## config.mk

```make
export PLATFORM = sky130hd
export DESIGN_NAME = perceptron_trainer_flat
export DESIGN_NICKNAME = d
export VERILOG_FILES = /design/src/rtl/perceptron_pkg.sv /design/src/rtl/perceptron_trainer_if.sv /design/src/rtl/perceptron_sat_addsub.sv /design/src/rtl/perceptron_trainer.sv /design/src/flat_wrapper.sv
export SDC_FILE = /design/constraint.sdc
export NUM_CORES = 1
export LEC_CHECK = 0
export ABC_AREA = 1
export CAP_MARGIN = 25
export CORE_UTILIZATION = 63
export CTS_CLUSTER_DIAMETER = 60
export DETAILED_ROUTE_END_ITERATION = 10
export MAX_ROUTING_LAYER = met4
export PLACE_DENSITY = 0.94
export SYNTH_ARGS = -nofsm -noshare
export SYNTH_HDL_FRONTEND = slang
export SYNTH_SLANG_ARGS = --single-unit
```

## constraint.sdc

```tcl
create_clock -name clk -period 6.6 [get_ports clk]
set_clock_uncertainty 0.1 [all_clocks]
set_input_delay 0.99 -clock clk [delete_from_list [all_inputs] [get_ports clk]]
set_output_delay 0.99 -clock clk [all_outputs]
set_load 0.03 [all_outputs]
```

## src/rtl/perceptron_pkg.sv

```systemverilog
// Shared constants for the perceptron trainer and the inference classifier:
// default sizes, learning constants and the FSM state encoding.
package perceptron_pkg;

    localparam int          N_FEAT_DEF  = 7;
    localparam int          W_WIDTH_DEF = 8;
    localparam logic [7:0]  W_INIT_DEF  = 8'h80;
    localparam logic [7:0]  B_INIT_DEF  = 8'h00;
    localparam int          THRESH_DEF  = 64;
    localparam logic [7:0]  STEP_DEF    = 8'h10;

    // FSM state encoding kept as plain constants so legacy code can reuse it.
    localparam logic [1:0]  ST_IDLE     = 2'd0;
    localparam logic [1:0]  ST_ACCUM    = 2'd1;
    localparam logic [1:0]  ST_DECIDE   = 2'd2;
    localparam logic [1:0]  ST_UPDATE   = 2'd3;

endpackage

```

## src/rtl/perceptron_trainer_if.sv

```systemverilog
// Sample/result/readback bundle of the perceptron trainer.
interface perceptron_trainer_if
    import perceptron_pkg::*;
#(
    parameter int N_FEAT  = N_FEAT_DEF,
    parameter int W_WIDTH = W_WIDTH_DEF
);
    localparam int IDX_W = $clog2(N_FEAT + 1);

    logic               in_valid;
    logic               in_ready;
    logic [N_FEAT-1:0]  in_feat;
    logic               in_label;
    logic               train_en;
    logic               res_valid;
    logic               res_pred;
    logic               res_err;
    logic [IDX_W-1:0]   rd_idx;
    logic [W_WIDTH-1:0] rd_data;

    modport master (
        output in_valid, in_feat, in_label, train_en, rd_idx,
        input  in_ready, res_valid, res_pred, res_err, rd_data
    );

    modport slave (
        input  in_valid, in_feat, in_label, train_en, rd_idx,
        output in_ready, res_valid, res_pred, res_err, rd_data
    );

endinterface

```

## src/rtl/perceptron_sat_addsub.sv

```systemverilog
// Unsigned saturating add/subtract: clamps to all-ones on overflow and to
// zero on underflow.
module perceptron_sat_addsub #(
    parameter int W = 8
) (
    input  logic [W-1:0] a,
    input  logic [W-1:0] b,
    input  logic         sub,
    output logic [W-1:0] y
);
    logic [W:0] wide;

    // One extra bit carries the overflow/borrow that selects the clamp value.
    // NOTE: every output of a combinational block gets a value on every path, otherwise a latch is inferred.
    always_comb begin
        if (sub) begin
            wide = {1'b0, a} - {1'b0, b};
            y    = wide[W] ? '0 : wide[W-1:0];
        end else begin
            wide = {1'b0, a} + {1'b0, b};
            y    = wide[W] ? '1 : wide[W-1:0];
        end
    end

endmodule

```

## src/rtl/perceptron_trainer.sv

```systemverilog
// Perceptron trainer: bit-serial weighted sum over the captured features,
// threshold decision, perceptron-rule update and registered weight readback.
module perceptron_trainer
    import perceptron_pkg::*;
#(
    parameter int                 N_FEAT  = N_FEAT_DEF,
    parameter int                 W_WIDTH = W_WIDTH_DEF,
    parameter logic [W_WIDTH-1:0] W_INIT  = W_INIT_DEF,
    parameter logic [W_WIDTH-1:0] B_INIT  = B_INIT_DEF,
    parameter int                 THRESH  = THRESH_DEF,
    parameter logic [W_WIDTH-1:0] STEP    = STEP_DEF
) (
    input  logic                 clk,
    input  logic                 rst_n,
    perceptron_trainer_if.slave  bus
);
    localparam int IDX_W = $clog2(N_FEAT + 1);

    logic [1:0]         state;
    logic [N_FEAT-1:0]  feat_cap;
    logic               label_cap;
    logic               train_cap;
    logic [IDX_W-1:0]   idx;
    logic [W_WIDTH-1:0] sum;
    logic               pred;
    logic               res_valid_q, res_pred_q, res_err_q;
    logic [W_WIDTH-1:0] rd_data_q;

    logic [W_WIDTH-1:0] w     [N_FEAT];
    logic [W_WIDTH-1:0] w_upd [N_FEAT];
    logic [W_WIDTH-1:0] bias, bias_upd;
    logic [W_WIDTH-1:0] w_sel, sum_next, rd_val;
    logic               feat_bit;
    logic [W_WIDTH+1:0] total;
    logic               do_update;

    assign bus.in_ready  = (state == ST_IDLE);
    assign bus.res_valid = res_valid_q;
    assign bus.res_pred  = res_pred_q;
    assign bus.res_err   = res_err_q;
    assign bus.rd_data   = rd_data_q;

    // Wide sum so bias plus a saturated sum can never wrap below the threshold.
    assign total     = {2'b00, sum} + {2'b00, bias};
    assign do_update = (state == ST_UPDATE) && train_cap && (pred != label_cap);

    // One step unit per weight plus the bias; label picks step up or down.
    for (genvar gi = 0; gi < N_FEAT; gi++) begin : g_wstep
        perceptron_sat_addsub #(.W(W_WIDTH)) u_step (
            .a(w[gi]), .b(STEP), .sub(~label_cap), .y(w_upd[gi])
        );
    end

    perceptron_sat_addsub #(.W(W_WIDTH)) u_bias_step (
        .a(bias), .b(STEP), .sub(~label_cap), .y(bias_upd)
    );

    // Shared accumulator adder for the bit-serial scan.
    perceptron_sat_addsub #(.W(W_WIDTH)) u_accum (
        .a(sum), .b(w_sel), .sub(1'b0), .y(sum_next)
    );

    // Select the weight and feature bit addressed by the scan index.
    always_comb begin
        w_sel    = '0;
        feat_bit = 1'b0;
        for (int i = 0; i < N_FEAT; i++) begin
            if (idx == IDX_W'(i)) begin
                w_sel    = w[i];
                feat_bit = feat_cap[i];
            end
        end
    end

    // Readback mux: weights, then bias, anything else reads as zero.
    always_comb begin
        rd_val = '0;
        if (bus.rd_idx == IDX_W'(N_FEAT)) rd_val = bias;
        for (int i = 0; i < N_FEAT; i++) begin
            if (bus.rd_idx == IDX_W'(i)) rd_val = w[i];
        end
    end

    // Control FSM: accept, scan, decide, report.
    // NOTE: sequential state uses non-blocking assignments so every register samples pre-edge values.
    always_ff @(posedge clk or negedge rst_n) begin
        if (!rst_n) begin
            state       <= ST_IDLE;
            feat_cap    <= '0;
            label_cap   <= 1'b0;
            train_cap   <= 1'b0;
            idx         <= '0;
            sum         <= '0;
            pred        <= 1'b0;
            res_valid_q <= 1'b0;
            res_pred_q  <= 1'b0;
            res_err_q   <= 1'b0;
        end else begin
            res_valid_q <= 1'b0;
            case (state)
                ST_IDLE: begin
                    if (bus.in_valid) begin
                        feat_cap  <= bus.in_feat;
                        label_cap <= bus.in_label;
                        train_cap <= bus.train_en;
                        idx       <= '0;
                        sum       <= '0;
                        state     <= ST_ACCUM;
                    end
                end
                ST_ACCUM: begin
                    if (feat_bit) sum <= sum_next;
                    idx <= idx + 1'b1;
                    if (idx == IDX_W'(N_FEAT - 1)) state <= ST_DECIDE;
                end
                ST_DECIDE: begin
                    pred  <= (total >= (W_WIDTH + 2)'(THRESH));
                    state <= ST_UPDATE;
                end
                default: begin
                    res_valid_q <= 1'b1;
                    res_pred_q  <= pred;
                    res_err_q   <= pred ^ label_cap;
                    state       <= ST_IDLE;
                end
            endcase
        end
    end

    // Weight and bias registers, stepped only on a wrong training prediction.
    // NOTE: this small register array is reset because the trained values must restart from known weights.
    always_ff @(posedge clk or negedge rst_n) begin
        if (!rst_n) begin
            for (int i = 0; i < N_FEAT; i++) w[i] <= W_INIT;
            bias <= B_INIT;
        end else if (do_update) begin
            for (int i = 0; i < N_FEAT; i++) begin
                if (feat_cap[i]) w[i] <= w_upd[i];
            end
            bias <= bias_upd;
        end
    end

    // Registered readback, independent of the FSM.
    always_ff @(posedge clk or negedge rst_n) begin
        if (!rst_n) rd_data_q <= '0;
        else        rd_data_q <= rd_val;
    end

endmodule

```

## src/flat_wrapper.sv

```systemverilog
// flat-port wrapper written by rule: the top's interface ports become plain ports
module perceptron_trainer_flat import perceptron_pkg::*;
#(
    parameter int                 N_FEAT  = N_FEAT_DEF,
    parameter int                 W_WIDTH = W_WIDTH_DEF,
    parameter logic [W_WIDTH-1:0] W_INIT  = W_INIT_DEF,
    parameter logic [W_WIDTH-1:0] B_INIT  = B_INIT_DEF,
    parameter int                 THRESH  = THRESH_DEF,
    parameter logic [W_WIDTH-1:0] STEP    = STEP_DEF
)
  (clk, rst_n, bus_in_valid, bus_in_feat, bus_in_label, bus_train_en, bus_rd_idx, bus_in_ready, bus_res_valid, bus_res_pred, bus_res_err, bus_rd_data);
  perceptron_trainer_if #(.N_FEAT(N_FEAT), .W_WIDTH(W_WIDTH)) bus_i ();
  input  logic clk;
  input  logic rst_n;
  input wire logic [$bits(bus_i.in_valid)-1:0] bus_in_valid;
  input wire logic [$bits(bus_i.in_feat)-1:0] bus_in_feat;
  input wire logic [$bits(bus_i.in_label)-1:0] bus_in_label;
  input wire logic [$bits(bus_i.train_en)-1:0] bus_train_en;
  input wire logic [$bits(bus_i.rd_idx)-1:0] bus_rd_idx;
  output wire logic [$bits(bus_i.in_ready)-1:0] bus_in_ready;
  output wire logic [$bits(bus_i.res_valid)-1:0] bus_res_valid;
  output wire logic [$bits(bus_i.res_pred)-1:0] bus_res_pred;
  output wire logic [$bits(bus_i.res_err)-1:0] bus_res_err;
  output wire logic [$bits(bus_i.rd_data)-1:0] bus_rd_data;
  assign bus_i.in_valid = bus_in_valid;
  assign bus_i.in_feat = bus_in_feat;
  assign bus_i.in_label = bus_in_label;
  assign bus_i.train_en = bus_train_en;
  assign bus_i.rd_idx = bus_rd_idx;
  assign bus_in_ready = bus_i.in_ready;
  assign bus_res_valid = bus_i.res_valid;
  assign bus_res_pred = bus_i.res_pred;
  assign bus_res_err = bus_i.res_err;
  assign bus_rd_data = bus_i.rd_data;
  perceptron_trainer #(.N_FEAT(N_FEAT), .W_WIDTH(W_WIDTH), .W_INIT(W_INIT), .B_INIT(B_INIT), .THRESH(THRESH), .STEP(STEP)) u_core (.clk(clk), .rst_n(rst_n), .bus(bus_i));
endmodule
```

# --- Word level (Yosys, flattened, before mapping) ---
# Cells that the tools add are included.
word_totals:
  register_bits: 98
  in_bits: 15
  output_inout_bits: 12
  wordCells: 134
classes:
  add_sub_neg: 19
  n_lt_le_gt_ge: 1
  n_eq_ne: 20
  mux: 56
  bitwise_logic: 1
  n_reduce_logical: 18
op_table:
  columns: ["op", "n"]
  rows:
  - ["$mux W8", 42]
  - ["$add A8 B5 Y9 const B", 8]
  - ["$sub A8 B5 Y9 const B", 8]
  - ["$eq A3 B3 Y1 const B", 7]
  - ["$reduce_and A2 Y1", 10]
  - ["$add A8 B8 Y9", 2]
  - ["$pmux W8 S2", 1]
  - ["$eq A3 B2 Y1 const B", 4]
  - ["$ge A10 B7 Y1 const B", 1]
  - ["$mux W1", 8]
  - ["$eq A3 B1 Y1 const B", 2]
  - ["$logic_not A3 Y1", 2]
  - ["$pmux W2 S3", 1]
  - ["$pmux W3 S2", 1]
  - ["$eq A2 B2 Y1 const B", 2]
  - ["$mux W2", 2]
  - ["$ne A2 B1 Y1 const B", 2]
  - ["$add A3 B1 Y3 const B", 1]
  - ["$mux W3", 1]
  - ["$reduce_and A3 Y1", 1]
  - ["$reduce_or A3 Y1", 1]
  - ["$eq A2 B1 Y1 const B", 1]
  - ["$logic_and A1 B1 Y1", 2]
  - ["$logic_not A2 Y1", 1]
  - ["4 further kinds", 4]

# --- Depth between registers and ports, before layout ---
# Gate-level depths: netlist (run 1).
depth:
  ltp_word: 12
  depth_mapped: 21
  mapped_depth_nobuf: 20

# --- Modules after synthesis ---
# Synthesis (run 1) repeated with hierarchy kept, for this count alone.
hier_totals:
  hier_cells: 2192
  area_unflattened_um2: 13619.3
by_module_without_submodules:
  columns: ["module", "instances", "cells_each", "area_per_inst_um2", "seq_area_each_um2"]
  rows:
  - ["perceptron_sat_addsub at u_core.g_wstep[1].u_step ...", 6, 163, 905.9, 0.0]
  - ["perceptron_trainer", 1, 725, 5367.6, 2461.1]
  - ["perceptron_sat_addsub at u_core.g_wstep[0].u_step ...", 2, 163, 913.4, 0.0]
  - ["perceptron_sat_addsub at u_core.u_bias_step", 1, 163, 989.7, 0.0]

# --- Least setup slack after synthesis (run 1) ---
# Ideal clock, no wire load.
synth_path:
  path_kind: "register -> register"
  from: "reg u_core.idx[0]"
  to: "reg u_core.sum[2]"
  setup_ns: 0.117
  t_arrival_ns: 2.639
  t_required_ns: 6.383
  slack_ns: 3.743
  stages_incl_launch_ff: 22
  path_buffers: 1
  period_less_slack_ns: 2.857
  path_cell_list: "dfrtp_1 > inv_1 > ha_1 > nand2_1 > buf_4 > nand2_1 > a31oi_1 > o21ai_1 > nand2_1 > nand2_1 > nand2_1 > nand2_1 > ha_1 > inv_1 > fa_1 > nor2_1 > nand2_1 > nand2_1 > a21oi_1 > o21ai_0 > nand3_1 > nand2_1"
synth_between:
  elab_chain_cells: 12
  word_cells_on_any_way: 27
  cone_classes: "add/sub (1); eq/ne (7); mux (17); reduce/logical (2)"
synth_lines:
  columns: ["element", "line", "rtl"]
  rows:
  - ["start, declared", "perceptron_trainer.sv:23", "logic [IDX_W-1:0] idx;"]
  - ["start signal, assigned", "perceptron_trainer.sv:113", "idx <= idx + 1'b1;"]
  - ["$logic_not A3 Y1", "perceptron_trainer.sv:68", "if (idx == IDX_W'(i)) begin"]
  - ["$mux W8 (7 in a row)", "perceptron_trainer.sv:68", null]
  - ["$add A8 B8 Y9", "perceptron_sat_addsub.sv:20", "wide = {1'b0, a} + {1'b0, b};"]
  - ["$mux W8", "perceptron_sat_addsub.sv:21", "y = wide[W] ? '1 : wide[W-1:0];"]
  - ["$mux W8", "perceptron_trainer.sv:112", "if (feat_bit) sum <= sum_next;"]
  - ["$pmux W8 S2", "perceptron_trainer.sv:100", "case (state)"]
  - ["end signal, assigned", "perceptron_trainer.sv:112", null]
  - ["end, declared", "perceptron_trainer.sv:24", "logic [W_WIDTH-1:0] sum;"]
# Parallel ways exist; a longest one is shown, timed or not. The select of a mux whose other input is x is not followed.
# A chain may end at the register's enable or synchronous reset.

# --- Worst setup path after layout (run 1) ---
# Ends and elaborated chain as after synthesis.

==> results of run 1 <==
## logic make-up after synthesis
kind of cell / after synthesis / share of synthesized area [%]
and+or+nand+nor: 292 / 24.6
AOI/OAI and AO/OA: 181 / 19.0
buffers and inverters: 108 / 8.14
DFF: 71 / 34.0
adders and majority gates: 45 / 11.0
xor gates and xnor gates: 16 / 2.81
muxes: 2 / 0.429
## sequential cells by signal, summed over array words and instances (netlist names)
register	count
u_core.bias	5
u_core.train_cap	1
u_core.feat_cap	7
u_core.bus.rd_data	5
u_core.state	2
u_core.sum	8
u_core.pred	1
u_core.label_cap	1
u_core.w	35
u_core.idx	3
u_core.bus.res_err	1
u_core.bus.res_pred	1
u_core.bus.res_valid	1
## worst max path at each step
stage,start,endpoint,slack (ns),cells past startpoint
after floorplan,u_core.idx[0],u_core.sum[2],3.74,21
after global placement,u_core.idx[0],u_core.sum[2],3.29,20
after detailed placement,u_core.idx[0],u_core.sum[2],3.18,20
after CTS,u_core.idx[0],u_core.sum[2],3.15,20
after global routing,u_core.idx[0],u_core.sum[2],2.78,20
final,u_core.idx[0],u_core.sum[2],3.08,20
## layout make-up
type | count | area (um^2)
clock buffer | 11 | 131
clock inverter | 5 | 108
multi-input combinational | 536 | 3040
fill | 601 | 2060
sequential | 71 | 1790
inverter | 96 | 363
tap | 102 | 128
timing repair buffer | 28 | 270
## cells in the mapped netlist (3+ instances only)
cell	number
nand2_1	158
o21ai_1	18
a31oi_1	5
inv_1	82
nor2_1	47
a21oi_1	52
nand2_2	3
o211ai_1	8
nand3_1	50
buf_4	4
dfstp_2	7
o21ai_0	68
xnor2_1	9
o22ai_1	14
a22oi_1	6
buf_2	4
nor2_8	4
ha_1	43
nor3_1	17
inv_2	12
a32o_1	3
nand4_1	8
dfrtp_1	64
xor2_1	6
clkbuf_1	4
## worst reg2reg max path: cells and delay by family, from the launching register on
family | cells | cell delay [ns]
adder cells (fa/ha/maj) | 3 | 0.71
buffers and inverters | 2 | 0.19
AO/OA/AOI/OAI | 4 | 0.91
flip-flops | 1 | 0.40
AND/OR/NAND/NOR | 11 | 1.11
## per-stage QoR
stage / util [%] / worst slack [ns] / cells / power, W
after global placement: 70.8 / 3.29 / 833 / 0.00222
after floorplan: - / 3.74 / 715 / 0.00191
final: 73.9 / 3.08 / 849 / 0.00276
after detailed placement: 70.8 / 3.18 / 833 / 0.00230
after global routing: 73.9 / 2.78 / 849 / 0.00299
after CTS: 73.9 / 3.15 / 849 / 0.00273
## routing by layer
layer  vias to the layer above  wire, um
met4                         0       423
met3                        53      1030
met5                         -         0
met2                       265      6600
li1                       2451         -
met1                      2441      5450
## power breakdown
part           internal (W)  switching (W)
logic              0.000561       0.000993
clock network      0.000253       0.000175
registers          0.000607       0.000174
==> metrics.md, run 1 <==
| Metric | Value |
|---|---|
| Outcome | `completed` |
| Yosys top cell by area | `dfrtp_1` |
| Slowest stage delay, CP | `0.50 ns` |
| Type of the tightest min-delay check | `reg -> reg` |
| Ys flop type | `dfrtp_1` |
| RSZ-0062 raised after global routing | `no` |
| Initial core utilization | `66.6%` |
| Global route hottest layer | `met2` |
| CTS sink count | `71` |
| Post-CTS Hold Buffers | `0` |
| Type of origin of the critical path | `register` |
| Layout cell share with drive strength beyond 1 | `6.69%` |
| Synth warn | `0` |
| WHS | `0.416 ns` |
| CTS Buffer Depth | `2` |
| PD cells | `474 mW/mm^2` |
| Setup Viol. Count Final | `0` |
| CP max-delay cell | `a21oi_1` |
| Fin crit period | `3.52 ns` |
| Crit Path Max Fanout | `11` |
| Worst hold path depth | `1` |
| DR vias | `5210` |
| Fmax | `284 MHz` |
| Cell Area, Synth | `0.00526 mm^2` |
| Area grow syn2layout | `10.9%` |
| Rows | `32` |
| Cell mode on critical path | `nand2_1` |
| Final hold vios | `0` |
| Worst hold start | `u_core.train_cap` |
| Met3 usage | `6.10%` |
| GPL Wtd Cong | `0.913` |
| Post_cts resized | `0` |
| Max_cap viols | `0` |
| GRT Total Usage | `34.4%` |
| ANT cells | `0` |
| Reg2Reg Depth | `20` |
| IO Pins | `27` |
| CP Capture Type | `register` |
| Yosys cell types | `40` |
| Most frequent cells in the layout | `nand2_1 (158), inv_1 (82), o21ai_0 (68)` |
| Largest net degree at the start of global routing | `72` |
| Global-route met2 utilization | `55.9%` |
| Global-route wire length before repair | `22800 um` |
| Core area | `0.00789 mm^2` |
| Die W | `93.3 um` |
| Pins Over Slew Limit | `0` |
| Worst Tran Pin Value | `0.913 ns` |
| Syn nets | `775` |
| Via density per instance | `6.14` |
| Capturing point of the worst reg2reg path | `u_core.sum[2]` |
| Register area share after synthesis | `34.0%` |
| CTS Root Cell | `clkbuf_8` |
| Num CTS Buffers | `9` |
| LEAKAGE | `2.80 nW` |
| CP Data Required Time | `6.75 ns` |
| Placed inst area | `0.00559 mm^2` |
| Max-slew headroom | `39.1%` |
| EDFF count, synth | `0` |
| Most common cell after layout, fill and taps aside | `nand2_1` |
| Crit share post-route | `53.4%` |
| Critical Path AT | `3.67 ns` |
| Critical R2R Launch | `u_core.idx[0]` |
| Crit path buf inv count | `2` |
| Wirelength per Cell | `15.9 um` |
| Crit Path Class | `reg -> reg` |
| Initial antenna violation count | `0` |
| DRC errors left | `0` |
| Drt pass-1 iters | `5` |
| VDD IR max | `0.283 mV` |
| Post-route setup TNS | `0 ns` |
| CTS tree | `built` |
| Final instance area | `0.00583 mm^2` |
| Top delay family on crit path | `simple AND/OR/NAND/NOR gates` |
| Skew-Pair Late Insertion Delay | `0.36 ns` |
| Worst hold endpoint | `u_core.train_cap` |
| # nets final | `802` |
| Die Area | `0.00871 mm^2` |
| Post-synth top area share | `30.5%` |
| Grt ovf | `0` |
| GR Util met1 | `41.2%` |
| CP Cell Sequence | `inv_1 > ha_1 > nand2_1 > nand2_1 > a31oi_1 > o21ai_1 > nand2_1 > nand2_1 > nand2_1 > nand2_1 > ha_1 > inv_1 > fa_1 > nor2_1 > nand2_1 > nand2_1 > a21oi_1 > o21ai_0 > nand3_1 > nand2_1` |
| Vert. Die Dim | `93.3 um` |
| Buffer count from post-CTS setup fixing | `0` |
| Starting DRT DRC Count | `393` |
| H-tree level count | `3` |
| Worst-path clk slew | `0.08 ns` |
| Port-buffer cells | `26` |
| Synth Register Bits | `71` |
| Leading post-synthesis cells by cell area | `dfrtp_1 (30%), nand2_1 (11%), ha_1 (10%)` |
| Reg2reg setup slack | `3.08 ns` |
| Antenna viol nets, final | `0` |
| Asr flop ratio synth | `100%` |
| Vias in the first global route | `4983` |
| Mapped Cells | `715` |
| Total Wirelength | `13500 um` |
| Mean post-synth cell area | `7.35 um^2` |
| DPL Wire Length | `9940 um` |
(Power assumes the default switching activity.)
==> run 2, diff against run 1 <==
--- a/config.mk
+++ b/config.mk
@@ -7,11 +7,11 @@
 export LEC_CHECK = 0
 export ABC_AREA = 1
 export CAP_MARGIN = 25
-export CORE_UTILIZATION = 63
+export CORE_UTILIZATION = 61
 export CTS_CLUSTER_DIAMETER = 60
 export DETAILED_ROUTE_END_ITERATION = 10
 export MAX_ROUTING_LAYER = met4
-export PLACE_DENSITY = 0.94
+export PLACE_DENSITY = 0.92
 export SYNTH_ARGS = -nofsm -noshare
 export SYNTH_HDL_FRONTEND = slang
 export SYNTH_SLANG_ARGS = --single-unit
==> constraint.sdc (replaced) <==
create_clock -name clk -period 3.3 [get_ports clk]
set_clock_uncertainty 0.1 [all_clocks]
set_input_delay 0.495 -clock clk [delete_from_list [all_inputs] [get_ports clk]]
set_output_delay 0.495 -clock clk [all_outputs]
set_load 0.03 [all_outputs]
==> run 2 against run 1 <==
Effect of this change: critical endpoint is now u_core.sum[6]; clock power up 82%; largest power group unchanged; worst setup slack worse by 2.9 ns; fmax grew 13%; worst hold slack got worse by 0.36 ns; critical path depth did not move; final cell count up 0.71%; sequential share of layout area fell by 0.32 points.
==> metrics.md, run 2 (same netlist as run 1, synthesis figures left out) <==
| Metric | Value |
|---|---|
| Outcome | `completed` |
| Grt ovf | `0` |
| Worst Tran Pin Value | `0.687 ns` |
| Most common cell after layout, fill and taps aside | `nand2_1` |
| Reg2reg setup slack | `0.19 ns` |
| Slowest stage delay, CP | `0.43 ns` |
| Critical R2R Launch | `u_core.idx[0]` |
| IO Pins | `27` |
| CTS Root Cell | `clkbuf_8` |
| Reg2Reg Depth | `20` |
| CP Capture Type | `register` |
| Port-buffer cells | `26` |
| Initial antenna violation count | `0` |
| Setup Viol. Count Final | `0` |
| CP Data Required Time | `3.45 ns` |
| Critical Path AT | `3.25 ns` |
| Largest reg by FF count | `u_core.w` |
| Max_cap viols | `0` |
| Post-route setup TNS | `0 ns` |
| Die W | `94.8 um` |
| Core area | `0.00826 mm^2` |
| Area grow syn2layout | `12.1%` |
| Largest register FFs | `35` |
| # nets final | `806` |
| Crit share post-route | `94.1%` |
| Initial core utilization | `63.6%` |
| Cell mode on critical path | `nand2_1` |
| Top flop regs | `u_core.w x35, u_core.sum x8, u_core.feat_cap x7` |
| Antenna viol nets, final | `0` |
| DR vias | `5202` |
| WHS | `0.0571 ns` |
| Fmax | `322 MHz` |
| DRC errors left | `0` |
| CP max-delay cell | `dfrtp_1` |
| CTS Buffer Depth | `2` |
| H-tree level count | `3` |
| Wirelength per Cell | `15.9 um` |
| Max-slew headroom | `53.8%` |
| Tot Pwr | `0.00556 W` |
| Die Area | `0.00899 mm^2` |
| PD cells | `943 mW/mm^2` |
| Post-CTS Hold Buffers | `0` |
| Via density per instance | `6.08` |
| Filler cells | `650` |
| Num CTS Buffers | `9` |
| Rows | `33` |
| Total Wirelength | `13600 um` |
| Skew-Pair Late Insertion Delay | `0.36 ns` |
| Crit Path Max Fanout | `6` |
| CP Cell Sequence | `inv_2 > ha_2 > inv_1 > nor2_4 > a31oi_1 > o21ai_1 > nand2_1 > nand2_1 > nand2_1 > nand2_4 > ha_2 > inv_1 > fa_2 > inv_1 > nand4_1 > o211ai_1 > or2_4 > nand3_1 > nand3_1 > nand2_1` |
| Layout cell share with drive strength beyond 1 | `8.67%` |
| GRT Total Usage | `33.4%` |
| DPL Wire Length | `10200 um` |
| Capturing point of the worst reg2reg path | `u_core.sum[6]` |
| CTS tree | `built` |
| LEAKAGE | `2.81 nW` |
| Most frequent cells in the layout | `nand2_1 (155), inv_1 (80), o21ai_0 (68)` |
| Vias in the first global route | `5035` |
| Starting DRT DRC Count | `477` |
| Largest net degree at the start of global routing | `72` |
| VDD IR max | `0.718 mV` |
| Final hold vios | `0` |
| Pins Over Slew Limit | `0` |
| Vert. Die Dim | `94.8 um` |
| GPL Wtd Cong | `0.990` |
| Fin crit period | `3.11 ns` |
| Global-route wire length before repair | `22700 um` |
| Type of origin of the critical path | `register` |
| Worst-path clk slew | `0.08 ns` |
| CTS sink count | `71` |
| Crit Path Class | `reg -> reg` |
| Drt pass-1 iters | `5` |
| ANT cells | `0` |
| Type of the tightest min-delay check | `in -> async` |
[run 2: per-stage QoR]
stage | instances | worst slack [ns] | utilization (%) | cell area, um^2
2_1_floorplan | 715 | 0.443 | - | 5260
3_3_place_gp | 837 | 0.0546 | 68.0 | 5610
6_report | 855 | 0.195 | 71.4 | 5890
5_1_grt | 855 | -0.0312 | 71.4 | 5890
4_1_cts | 852 | 0.0422 | 70.6 | 5830
3_5_place_dp | 837 | -0.0762 | 68.0 | 5610
[run 2: report_power, final]
group          switching, W  internal (W)
clock              0.000354      0.000423
sequential         0.000339       0.00122
combinational       0.00204       0.00118
total               0.00274       0.00282
[run 2: worst max-delay path by stage]
stage	slack (ns)	start	cells after the start	end
final	0.19	u_core.idx[0]	20	u_core.sum[6]
after detailed placement	-0.08	u_core.idx[0]	20	u_core.sum[2]
after CTS	0.04	u_core.idx[0]	20	u_core.sum[6]
after floorplan	0.44	u_core.idx[0]	21	u_core.sum[2]
after global routing	-0.03	u_core.idx[0]	20	u_core.sum[6]
after global placement	0.05	u_core.idx[0]	20	u_core.sum[2]
[run 2: per-layer routing]
metal  part of all wire (%)  vias to the layer above  GRT usage [%]
met4                    3.6                        0           17.0
met3                    6.7                       48           4.51
met1                     42                     2453           40.6
met5                      0                        -              -
li1                       -                     2466              -
met2                     48                      235           54.2
[run 2: what timing repair did]
item                                    4_1_cts  5_1_grt
setup buffers                                 0        3
endpoints found under the setup margin        8        8
gates cloned                                  0        0
gates resized for setup                       1       15
pin swaps                                     0        3
[run 2: layout make-up]
class / instances / area (um^2) / area share [%]
clock buffers: 10 / 128 / 2.17
clock inverters: 5 / 83.8 / 1.42
inverters: 96 / 363 / 6.16
multi-input cells: 536 / 3090 / 52.4
flip-flops and latches: 71 / 1790 / 30.3
well taps: 105 / 131 / 2.23
repair buffers: 32 / 313 / 5.31
[run 2: critical path: cells and delay by family, from the launching register on]
kind                       cells  cell delay, ns
DFF                            1            0.43
adders and majority gates      3            0.74
AOI/OAI and AO/OA              3            0.46
buffers and inverters          4            0.31
and+or+nand+nor               10            0.98
